--- src/rtl/comp_serial_n_bit_if.sv ---
// Request/result bundle for the serial N-bit comparator.
// The master drives start and the operands. The slave returns status and results.
interface comp_serial_n_bit_if #(
    parameter int unsigned WIDTH = 8,
    parameter int unsigned IDXW  = $clog2(WIDTH)
);
    logic             start;
    logic [WIDTH-1:0] a;
    logic [WIDTH-1:0] b;
    logic             busy;
    logic             done;
    logic             eq;
    logic             gt;
    logic             lt;
    logic [IDXW-1:0]  diff_idx;

    modport master (
        output start, a, b,
        input  busy, done, eq, gt, lt, diff_idx
    );

    modport slave (
        input  start, a, b,
        output busy, done, eq, gt, lt, diff_idx
    );
endinterface

--- src/rtl/comp_serial_n_bit.sv ---
// Sequential N-bit comparator. It captures both operands on start and walks them MSB-first,
// one bit per clock, stopping at the first mismatching bit.
module comp_serial_n_bit #(
    parameter int unsigned WIDTH = 8
) (
    input  logic                  clk,
    input  logic                  rst_n,
    comp_serial_n_bit_if.slave    bus
);
    localparam int unsigned IDXW = $clog2(WIDTH);

    typedef enum logic {IDLE, CMP} state_t;

    state_t           state_q, state_d;
    logic [WIDTH-1:0] sa_q, sa_d;
    logic [WIDTH-1:0] sb_q, sb_d;
    logic [IDXW-1:0]  cnt_q, cnt_d;
    logic             busy_q, busy_d;
    logic             done_q, done_d;
    logic             eq_q, eq_d;
    logic             gt_q, gt_d;
    logic             lt_q, lt_d;
    logic [IDXW-1:0]  idx_q, idx_d;
    logic             bit_eq;

    // 1-bit equality cell applied to the current MSB tap.
    assign bit_eq = ~(sa_q[WIDTH-1] ^ sb_q[WIDTH-1]);

    always_ff @(posedge clk or negedge rst_n) begin
        if (!rst_n) begin
            state_q <= IDLE;
            sa_q    <= '0;
            sb_q    <= '0;
            cnt_q   <= '0;
            busy_q  <= 1'b0;
            done_q  <= 1'b0;
            eq_q    <= 1'b0;
            gt_q    <= 1'b0;
            lt_q    <= 1'b0;
            idx_q   <= '0;
        end else begin
            state_q <= state_d;
            sa_q    <= sa_d;
            sb_q    <= sb_d;
            cnt_q   <= cnt_d;
            busy_q  <= busy_d;
            done_q  <= done_d;
            eq_q    <= eq_d;
            gt_q    <= gt_d;
            lt_q    <= lt_d;
            idx_q   <= idx_d;
        end
    end

    always_comb begin
        state_d = state_q;
        sa_d    = sa_q;
        sb_d    = sb_q;
        cnt_d   = cnt_q;
        busy_d  = busy_q;
        done_d  = 1'b0;
        eq_d    = eq_q;
        gt_d    = gt_q;
        lt_d    = lt_q;
        idx_d   = idx_q;

        unique case (state_q)
            IDLE: begin
                if (bus.start) begin
                    sa_d    = bus.a;
                    sb_d    = bus.b;
                    cnt_d   = IDXW'(WIDTH - 1);
                    eq_d    = 1'b0;
                    gt_d    = 1'b0;
                    lt_d    = 1'b0;
                    idx_d   = '0;
                    busy_d  = 1'b1;
                    state_d = CMP;
                end
            end
            CMP: begin
                if (!bit_eq) begin
                    gt_d    = sa_q[WIDTH-1];
                    lt_d    = ~sa_q[WIDTH-1];
                    idx_d   = cnt_q;
                    done_d  = 1'b1;
                    busy_d  = 1'b0;
                    state_d = IDLE;
                end else if (cnt_q == '0) begin
                    eq_d    = 1'b1;
                    idx_d   = '0;
                    done_d  = 1'b1;
                    busy_d  = 1'b0;
                    state_d = IDLE;
                end else begin
                    sa_d    = {sa_q[WIDTH-2:0], 1'b0};
                    sb_d    = {sb_q[WIDTH-2:0], 1'b0};
                    cnt_d   = cnt_q - IDXW'(1);
                end
            end
            default: state_d = IDLE;
        endcase
    end

    assign bus.busy     = busy_q;
    assign bus.done     = done_q;
    assign bus.eq       = eq_q;
    assign bus.gt       = gt_q;
    assign bus.lt       = lt_q;
    assign bus.diff_idx = idx_q;
endmodule

--- src/flat_wrapper.sv ---
// flat-port wrapper written by rule: the top's interface ports become plain ports
module comp_serial_n_bit_flat 
#(
    parameter int unsigned WIDTH = 8
)
  (clk, rst_n, bus_start, bus_a, bus_b, bus_busy, bus_done, bus_eq, bus_gt, bus_lt, bus_diff_idx);
  comp_serial_n_bit_if #(.WIDTH(WIDTH)) bus_i ();
  input  logic clk;
  input  logic rst_n;
  input wire logic [$bits(bus_i.start)-1:0] bus_start;
  input wire logic [$bits(bus_i.a)-1:0] bus_a;
  input wire logic [$bits(bus_i.b)-1:0] bus_b;
  output wire logic [$bits(bus_i.busy)-1:0] bus_busy;
  output wire logic [$bits(bus_i.done)-1:0] bus_done;
  output wire logic [$bits(bus_i.eq)-1:0] bus_eq;
  output wire logic [$bits(bus_i.gt)-1:0] bus_gt;
  output wire logic [$bits(bus_i.lt)-1:0] bus_lt;
  output wire logic [$bits(bus_i.diff_idx)-1:0] bus_diff_idx;
  assign bus_i.start = bus_start;
  assign bus_i.a = bus_a;
  assign bus_i.b = bus_b;
  assign bus_busy = bus_i.busy;
  assign bus_done = bus_i.done;
  assign bus_eq = bus_i.eq;
  assign bus_gt = bus_i.gt;
  assign bus_lt = bus_i.lt;
  assign bus_diff_idx = bus_i.diff_idx;
  comp_serial_n_bit #(.WIDTH(WIDTH)) u_core (.clk(clk), .rst_n(rst_n), .bus(bus_i));
endmodule
--- config.mk ---
export PLATFORM = sky130hd
export DESIGN_NAME = comp_serial_n_bit_flat
export DESIGN_NICKNAME = d
export VERILOG_FILES = /design/src/rtl/comp_serial_n_bit_if.sv /design/src/rtl/comp_serial_n_bit.sv /design/src/flat_wrapper.sv
export SDC_FILE = /design/constraint.sdc
export NUM_CORES = 1
export LEC_CHECK = 0
export BUFFER_PORTS_ARGS = -buffer_cell sky130_fd_sc_hd__buf_2
export CAP_MARGIN = 20
export CORE_AREA = 3 3 53 55
export DETAILED_ROUTE_END_ITERATION = 16
export DIE_AREA = 0 0 56 58
export PLACE_DENSITY = 0.84
export REMOVE_ABC_BUFFERS = 1
export SLEW_MARGIN = 15
export SYNTH_ARGS = -nofsm -noshare
export SYNTH_HDL_FRONTEND = slang
export SYNTH_SLANG_ARGS = --single-unit
--- constraint.sdc ---
create_clock -name clk -period 4.8 [get_ports clk]
set_input_delay 0 -clock clk [delete_from_list [all_inputs] [get_ports clk]]
set_output_delay 0 -clock clk [all_outputs]
set_load 0.05 [all_outputs]
==> results.yml, run 1 <==
grt:
  grt_max_degree: 29
  grtUsageTotal: 0.174
  gr-total-overflow: 0
  antenna_found_initial: 0
  grt_pass1_wl_mm: 4.35
  first_global_vias: 962
sta:
  rsz0062_at_grt: "no"
  fmax_mhz: 476
  tns_ns: 0
  period_share: 0.438
  clock-skew-final_ns: 0.00544
  worstMarginPinSlew_ns: 0.956
  holdWs_ns: 0.00661
  slew_viol_final: 0
  hold_viol_final: 0
  post-route-min-period_ns: 2.10
  setup_violations: 0
  maxSlewHeadroom: 0.362
routing:
  wl_per_cell_um: 14.5
  drtIter0Drc: 37
  antenna_left: 0
  wl_mm: 2.59
  vias_per_cell: 5.71
  drc: 0
  first_pass_iters: 4
  vias: 1017
hold_path:
  hold_path.class: "in -> reg"
  hold_path_depth: 3
setup_path:
  rr_startpoint: "u_core.sb_q[7]$_DFFE_PN0P_"
  cp.arrival_ns: 2.33
  cp-end-kind: "flop"
  crit_required_ns: 5.02
  cp-start-kind: "flop"
  crit_end: "u_core.sb_q[4]$_DFFE_PN0P_"
  r2r_cells: 3
  cp-startpoint: "u_core.sb_q[7]$_DFFE_PN0P_"
  crit_type: "reg -> reg"
  critPathMaxFanout: 20
  rr_endpoint: "u_core.sb_q[4]$_DFFE_PN0P_"
  r2r_setup_slack_ns: 2.70
synth:
  netlist_area_sq_mm: 0.00132
  synth_edf_count: 0
  synth_ff_type: "dfrtp_1"
  ys_seq_area_frac: 0.529
  postSynthCellCount: 111
  async_reset_ff_frac: 1.00
  yosys_warnings: 0
  ys_types: 30
  syn_area_per_cell_sq_um: 11.9
  ys_seq_elements: 28
placement:
  dp_hpwl_mm: 1.64
  port_buffers: 26
  place_congestion: 0.753
finish:
  syn2layout_area_growth_pct: 23.9
  drive_above_1_share: 0.331
  fin_nets: 170
  diodes: 0
floorplanning:
  rows: 18
  start_util: 0.544
  die_area_sq_mm: 0.00325
  core-area_sq_mm: 0.00243
  die_h_um: 58
  die_w_um: 56
  io_pins: 27
clock_tree:
  cts_resized: 0
  clkTransAtPathRegs_ns: 0.14
  cts.sinks: 28
  clockBufferDepth: 2
  htreeDepth: 1
  cts_tree: "built"
  cts-root-buf: "clkbuf_4"
  numCtsBuffers: 3
  clk_latency_ns: 0.32
pwr:
  power_density_mw_per_mm2: 673
  p_leak_uw: 0.000734
  irDropWorstVdd_v: 0.000432
outcome:
  status: "completed"
job:
  drv_cap: 0
## cell usage after synthesis (2+ instances only)
| master | count | area (sq um) |
|---|---|---|
| o221a_2 | 14 | 158 |
| and2_1 | 2 | 12.5 |
| nor2_1 | 5 | 18.8 |
| a32oi_1 | 2 | 17.5 |
| mux2i_1 | 2 | 20.0 |
| ha_1 | 2 | 25.0 |
| nor2b_1 | 2 | 12.5 |
| dfrtp_1 | 28 | 701 |
| nand3_1 | 3 | 15.0 |
| buf_2 | 2 | 10.0 |
| a21oi_1 | 4 | 20.0 |
| a22o_1 | 2 | 17.5 |
| or2b_1 | 9 | 67.6 |
| o21ai_0 | 3 | 15.0 |
| nand2b_1 | 8 | 50.1 |
| a31o_2 | 2 | 17.5 |
| nand2_1 | 3 | 11.3 |
| inv_1 | 6 | 22.5 |
## layout make-up
| class | instances | area (sq um) |
|---|---|---|
| repair buffers | 39 | 260 |
| multi-input cells | 71 | 567 |
| fillers | 205 | 792 |
| flip-flops and latches | 28 | 701 |
| clock buffers | 3 | 22.5 |
| clock inverters | 1 | 30.0 |
| inverters | 6 | 22.5 |
| well taps | 30 | 37.5 |
## layer usage
metal,track usage,vias to the layer above,routed length (um)
met4,0.0542,0,25
li1,-,477,-
met5,0,-,0
met3,0.0490,2,175
met2,0.299,45,1310
met1,0.213,493,1070
## repair_timing
action,4_1_cts,5_1_grt
hold buffers,10,3
hold endpoints to repair,38,3
buffers inserted,0,0
## placed cells by master (no fill, tap or decap), types with 4 or more instances in the layout
cell           instances
dfrtp_1               28
buf_2                 26
o221a_2               14
dlygate4sd3_1         13
or2b_1                 9
nand2b_1               8
inv_1                  6
nor2_1                 5
a21oi_1                4
## state kept, by name, summed over array words and instances (netlist names)
name,cells
u_core.sa_q,8
u_core.state_q,1
u_core.sb_q,8
u_core.bus.lt,1
u_core.bus.busy,1
u_core.cnt_q,3
u_core.bus.eq,1
u_core.bus.done,1
u_core.bus.diff_idx,3
u_core.bus.gt,1
## per-stage QoR
stage / cell area [sq um] / total power, uW / util / instances / setup WS (ns)
2_1_floorplan: 1290 / 826 / - / 105 / 3.09
3_3_place_gp: 1460 / 923 / 0.599 / 161 / 2.78
3_5_place_dp: 1460 / 948 / 0.599 / 161 / 2.76
4_1_cts: 1610 / 1110 / 0.662 / 175 / 2.73
5_1_grt: 1640 / 1180 / 0.674 / 178 / 2.55
6_report: 1640 / 1100 / 0.674 / 178 / 2.70
## power by group
group / internal [uW] / total (uW) / switching, uW
combinational: 223 / 512 / 289
clock: 84.5 / 151 / 66.9
sequential: 347 / 440 / 92.9
total: 655 / 1100 / 448
## worst min-delay path by stage
stage          startpoint  slack [ns]                     endpoint
5_1_grt          bus_b[5]      0.0006   u_core.sb_q[5]$_DFFE_PN0P_
3_5_place_dp        rst_n        0.04    u_core.bus.lt$_DFFE_PN0P_
3_3_place_gp        rst_n        0.03   u_core.sa_q[6]$_DFFE_PN0P_
4_1_cts          bus_a[5]       0.002   u_core.sa_q[5]$_DFFE_PN0P_
6_report         bus_a[5]       0.007   u_core.sa_q[5]$_DFFE_PN0P_
2_1_floorplan       rst_n       -0.30  u_core.bus.busy$_DFFE_PN0P_
## cell families after synthesis
family          after synthesis  share of synthesized area
compound gates               29                      0.207
xor+xnor                      2                     0.0189
fa+ha+maj                     3                     0.0265
buf+inv                      12                     0.0425
flops                        28                      0.529
mux                           3                     0.0236
simple gates                 34                      0.152
## critical path, stage by stage, from the launching register on
cell     delay, ns
dfrtp_1       0.48
xnor2_1       0.37
nand3_1       0.62
o221a_2       0.53
No activity file was read; power rests on OpenSTA's default activity.
==> run 2: changes to the inputs <==
- CORE_AREA: 3 3 53 55 -> 3 3 57 59
- DIE_AREA: 0 0 56 58 -> 0 0 60 62
- PLACE_DENSITY: 0.84 -> 0.77
- clock period: 4.8 -> 1.89 ns (I/O delays scaled with it)
==> run 2 against run 1 <==
Compared with the run above:
- die area is 15% higher
- design area shrank 0.69%
- via count is 3.0% lower
- sequential share of layout area increased by 0.30 points
- clock-buffer cell count is the same
- sequential power grew to 2.5 times the previous value
- total power grew 150%
- critical path depth increased by 3
- final cell count is 1.7% higher
- core utilization decreased by 8.4 points
- clock power rose by 62%
- critical path type unchanged
- largest power group unchanged
==> results.yml, run 2 (synthesis gave the netlist of run 1 again) <==
routing:
  wl_mm: 2.55
  drtIter0Drc: 39
  first_pass_iters: 4
  wl_per_cell_um: 14.1
  drc: 0
  antenna_left: 0
  vias_per_cell: 5.45
  vias: 986
sta:
  slew_viol_final: 0
  maxSlewHeadroom: 0.591
  hold_viol_final: 0
  fmax_mhz: 601
  setup_violations: 0
  post-route-min-period_ns: 1.66
  tns_ns: 0
  rsz0062_at_grt: "no"
  period_share: 0.880
  clock-skew-final_ns: 0.00367
  worstMarginPinSlew_ns: 0.614
setup_path:
  crit_required_ns: 2.12
  cp-end-kind: "flop"
  cp.arrival_ns: 1.90
  cp-start-kind: "flop"
  crit_type: "reg -> reg"
  r2r_setup_slack_ns: 0.23
  critPathMaxFanout: 16
pwr:
  irDropWorstVdd_v: 0.00114
  power_density_mw_per_mm2: 1690
  p_leak_uw: 0.000736
finish:
  drive_above_1_share: 0.353
  final_cell_mix: "dfrtp_1 (28), buf_2 (26), o221a_2 (14)"
  syn2layout_area_growth_pct: 23.1
  final_common_cell: "dfrtp_1"
  finalNonFillerCells: 181
  reg_top3: "u_core.sa_q: 8 flops, u_core.sb_q: 8 flops"
  fin_nets: 173
  diodes: 0
grt:
  grt_max_degree: 29
  first_global_vias: 1028
  grt_pass1_wl_mm: 4.60
  antenna_found_initial: 0
  grtUsageTotal: 0.164
  gr-total-overflow: 0
hold_path:
  hold_path.class: "in -> reg"
placement:
  place_congestion: 0.812
  port_buffers: 26
  dp_hpwl_mm: 1.71
  dp_cells: 167
floorplanning:
  core-area_sq_mm: 0.00276
  start_util: 0.480
  rows: 19
  io_pins: 27
  die_area_sq_mm: 0.00372
  die_h_um: 62
  die_w_um: 60
job:
  drv_cap: 0
clock_tree:
  cts_tree: "built"
  clkTransAtPathRegs_ns: 0.14
  clockBufferDepth: 2
  cts.sinks: 28
  numCtsBuffers: 3
  cts-root-buf: "clkbuf_4"
  htreeDepth: 1
  clk_latency_ns: 0.33
outcome:
  status: "completed"
run 2: worst paths after layout:
check	start	to	depth (start not counted)
hold / removal	bus_b[1]	u_core.sb_q[1]$_DFFE_PN0P_	3
setup reg to reg	u_core.cnt_q[0]$_DFFE_PN0P_	u_core.cnt_q[0]$_DFFE_PN0P_	6
max in group asynchronous	rst_n	u_core.sa_q[5]$_DFFE_PN0P_	2
setup / recovery	u_core.cnt_q[0]$_DFFE_PN0P_	u_core.cnt_q[0]$_DFFE_PN0P_	6
min in group asynchronous	rst_n	u_core.bus.gt$_DFFE_PN0P_	2
hold reg to reg	u_core.sa_q[0]$_DFFE_PN0P_	u_core.sa_q[0]$_DFFE_PN0P_	1
run 2: critical path, cell delays in order, from the launching register on:
cell     delay [ns]
dfrtp_1        0.41
inv_1          0.10
ha_1           0.18
nor2b_1        0.32
o31ai_4        0.08
buf_4          0.20
mux2_2         0.27
run 2: cell type report:
type                    instances  area [sq um]
clock buffers                   3          22.5
fillers                       234          1130
inverters                       6          22.5
multi-input cells              71           567
flip-flops and latches         28           701
well taps                      31          38.8
repair buffers                 42           278
run 2: metrics by stage:
stage	cell area, sq um	hold WS [ns]	utilization	power (uW)	setup slack (ns)
2_1_floorplan	1290	-0.296	-	2100	0.175
3_3_place_gp	1500	0.0430	0.543	2460	0.311
3_5_place_dp	1500	0.0472	0.543	2510	0.247
4_1_cts	1630	0.00297	0.591	2770	0.228
5_1_grt	1630	0.00707	0.591	2970	0.126
6_report	1630	0.0106	0.591	2750	0.226
run 2: layer usage:
metal	GRT usage	vias to the layer above	share of wire
met5	0	-	0
met4	0.0380	0	0.0090
met3	0.0455	4	0.051
met2	0.279	24	0.47
met1	0.210	479	0.47
li1	-	479	-
run 2: power breakdown:
| part | switching, uW | internal [uW] |
|---|---|---|
| Clock | 169 | 75.0 |
| Combinational | 765 | 644 |
| Sequential | 215 | 882 |
run 2: repair_timing:
item                      in CTS  in global routing
setup buffers                  0                  0
gates resized for setup        0                  0
hold endpoints to repair      39                  0
hold buffers                  11                  0
==> run 3: changes to the inputs <==
- CORE_AREA: 3 3 57 59 -> 3 3 59 61
- DIE_AREA: 0 0 60 62 -> 0 0 62 64
- PLACE_DENSITY: 0.77 -> 0.72
- REMOVE_ABC_BUFFERS: 1 -> default
==> run 3 against run 2 <==
Compared with the run above:
- first-iteration DRC count increased by 2.6%
- clock-buffer cell count unchanged
- total power up 5.3%
- clock power rose by 60%
- register-to-register slack is essentially flat
- maximum frequency increased by 0.48%
- wire length up 0.71%
- sequential share of layout area decreased by 0.43 points
- critical path type unchanged
- largest power group unchanged
- highest routed layer unchanged
==> results.yml, run 3 (synthesis gave the netlist of run 1 again) <==
routing:
  wl_per_cell_um: 13.4
  drtIter0Drc: 40
  drc: 0
  wl_mm: 2.57
  first_pass_iters: 2
  antenna_left: 0
  vias_per_cell: 5.01
  vias: 961
sta:
  hold_viol_final: 0
  fmax_mhz: 604
  clock-skew-final_ns: 0.00244
  setup_violations: 0
  fin_ws_ns: 0.234
  worstMarginPinSlew_ns: 0.610
  maxSlewHeadroom: 0.593
  slew_viol_final: 0
  period_share: 0.876
  rsz0062_at_grt: "no"
  post-route-min-period_ns: 1.66
  tns_ns: 0
setup_path:
  crit_type: "reg -> reg"
  crit_required_ns: 2.12
  r2r_setup_slack_ns: 0.23
  cp-start-kind: "flop"
  critPathMaxFanout: 16
  cp-end-kind: "flop"
  cp.arrival_ns: 1.89
finish:
  finalNonFillerCells: 192
  diodes: 0
  fin_area_sq_mm: 0.00165
  final_core_util: 0.543
  drive_above_1_share: 0.365
  final_cell_mix: "dfrtp_1 (28), buf_2 (26), o221a_2 (14)"
  reg_top3: "u_core.sa_q: 8 flops, u_core.sb_q: 8 flops"
  final_common_cell: "dfrtp_1"
  fin_nets: 170
  syn2layout_area_growth_pct: 24.3
floorplanning:
  die_h_um: 64
  core-area_sq_mm: 0.00303
  io_pins: 27
  rows: 20
  start_util: 0.437
  die_w_um: 62
  die_area_sq_mm: 0.00397
clock_tree:
  cts_resized: 0
  cts.sinks: 28
  htreeDepth: 1
  clk_latency_ns: 0.33
  clkTransAtPathRegs_ns: 0.15
  clockBufferDepth: 2
  cts-root-buf: "clkbuf_4"
  numCtsBuffers: 3
  cts_tree: "built"
grt:
  grt_pass1_wl_mm: 4.47
  grtUsageTotal: 0.148
  grt_max_degree: 29
  first_global_vias: 980
  gr-total-overflow: 0
  antenna_found_initial: 0
placement:
  dpl_cell_area_sq_mm: 0.00151
  place_ws_ns: 0.247
  place_congestion: 0.848
  dp_cells: 180
  port_buffers: 26
  dp_hpwl_mm: 1.86
outcome:
  status: "completed"
job:
  drv_cap: 0
pwr:
  irDropWorstVdd_v: 0.000750
  p_leak_uw: 0.000737
  power_density_mw_per_mm2: 1760
synth:
  synthesis.nets: 132
hold_path:
  hold_path.class: "in -> reg"
## run 3: path summary, 6_finish.rpt
| kind | to | from | cells after the start |
|---|---|---|---|
| min in group asynchronous | u_core.bus.eq$_DFFE_PN0P_ | rst_n | 2 |
| worst max-delay path | u_core.cnt_q[0]$_DFFE_PN0P_ | u_core.cnt_q[0]$_DFFE_PN0P_ | 6 |
| worst min register to register | u_core.sa_q[0]$_DFFE_PN0P_ | u_core.sa_q[0]$_DFFE_PN0P_ | 1 |
| max in group asynchronous | u_core.sa_q[7]$_DFFE_PN0P_ | rst_n | 2 |
| worst min-delay path | u_core.sa_q[4]$_DFFE_PN0P_ | bus_a[4] | 3 |
| worst max register to register | u_core.cnt_q[0]$_DFFE_PN0P_ | u_core.cnt_q[0]$_DFFE_PN0P_ | 6 |
## run 3: routing by layer
metal  track usage  vias to the layer above  wire length (um)
li1              -                      471                 -
met3        0.0242                        4                65
met5             0                        -                 0
met2         0.220                       15              1220
met1         0.211                      471              1240
met4        0.0557                        0                39
## run 3: worst max-delay path, stage by stage, from the launching register on
cell and delay, ns:
dfrtp_1 0.40, inv_1 0.10, ha_1 0.18, nor2b_1 0.33
o31ai_4 0.07, buf_4 0.20, mux2_2 0.27
## run 3: area by class of cell
| type | count | area [sq um] |
|---|---|---|
| fillers | 260 | 1380 |
| well taps | 44 | 55.1 |
| repair buffers | 39 | 248 |
| clock inverters | 1 | 30.0 |
| inverters | 6 | 22.5 |
| flip-flops and latches | 28 | 701 |
| clock buffers | 3 | 22.5 |
| multi-input cells | 71 | 567 |
## run 3: power breakdown
part | switching [uW] | total [uW] | internal, uW | leakage, uW
logic | 757 | 1400 | 639 | 0.000383
clock network | 176 | 391 | 215 | 0.0000279
registers | 227 | 1110 | 882 | 0.000326
total | 1160 | 2900 | 1740 | 0.000737
## run 3: metrics by stage
| step | hold slack (ns) | power (uW) |
|---|---|---|
| 6_report | 0.00522 | 2900 |
| 3_3_place_gp | 0.0382 | 2470 |
| 2_1_floorplan | -0.296 | 2170 |
| 5_1_grt | 0.00462 | 3110 |
| 4_1_cts | 0.000141 | 2910 |
| 3_5_place_dp | 0.0448 | 2520 |
## run 3: repair_timing
item | CTS | global route
hold buffers | 6 | 2
endpoints found under the hold margin | 34 | 2
endpoints found under the setup margin | 0 | 0
buffers inserted | 0 | 0
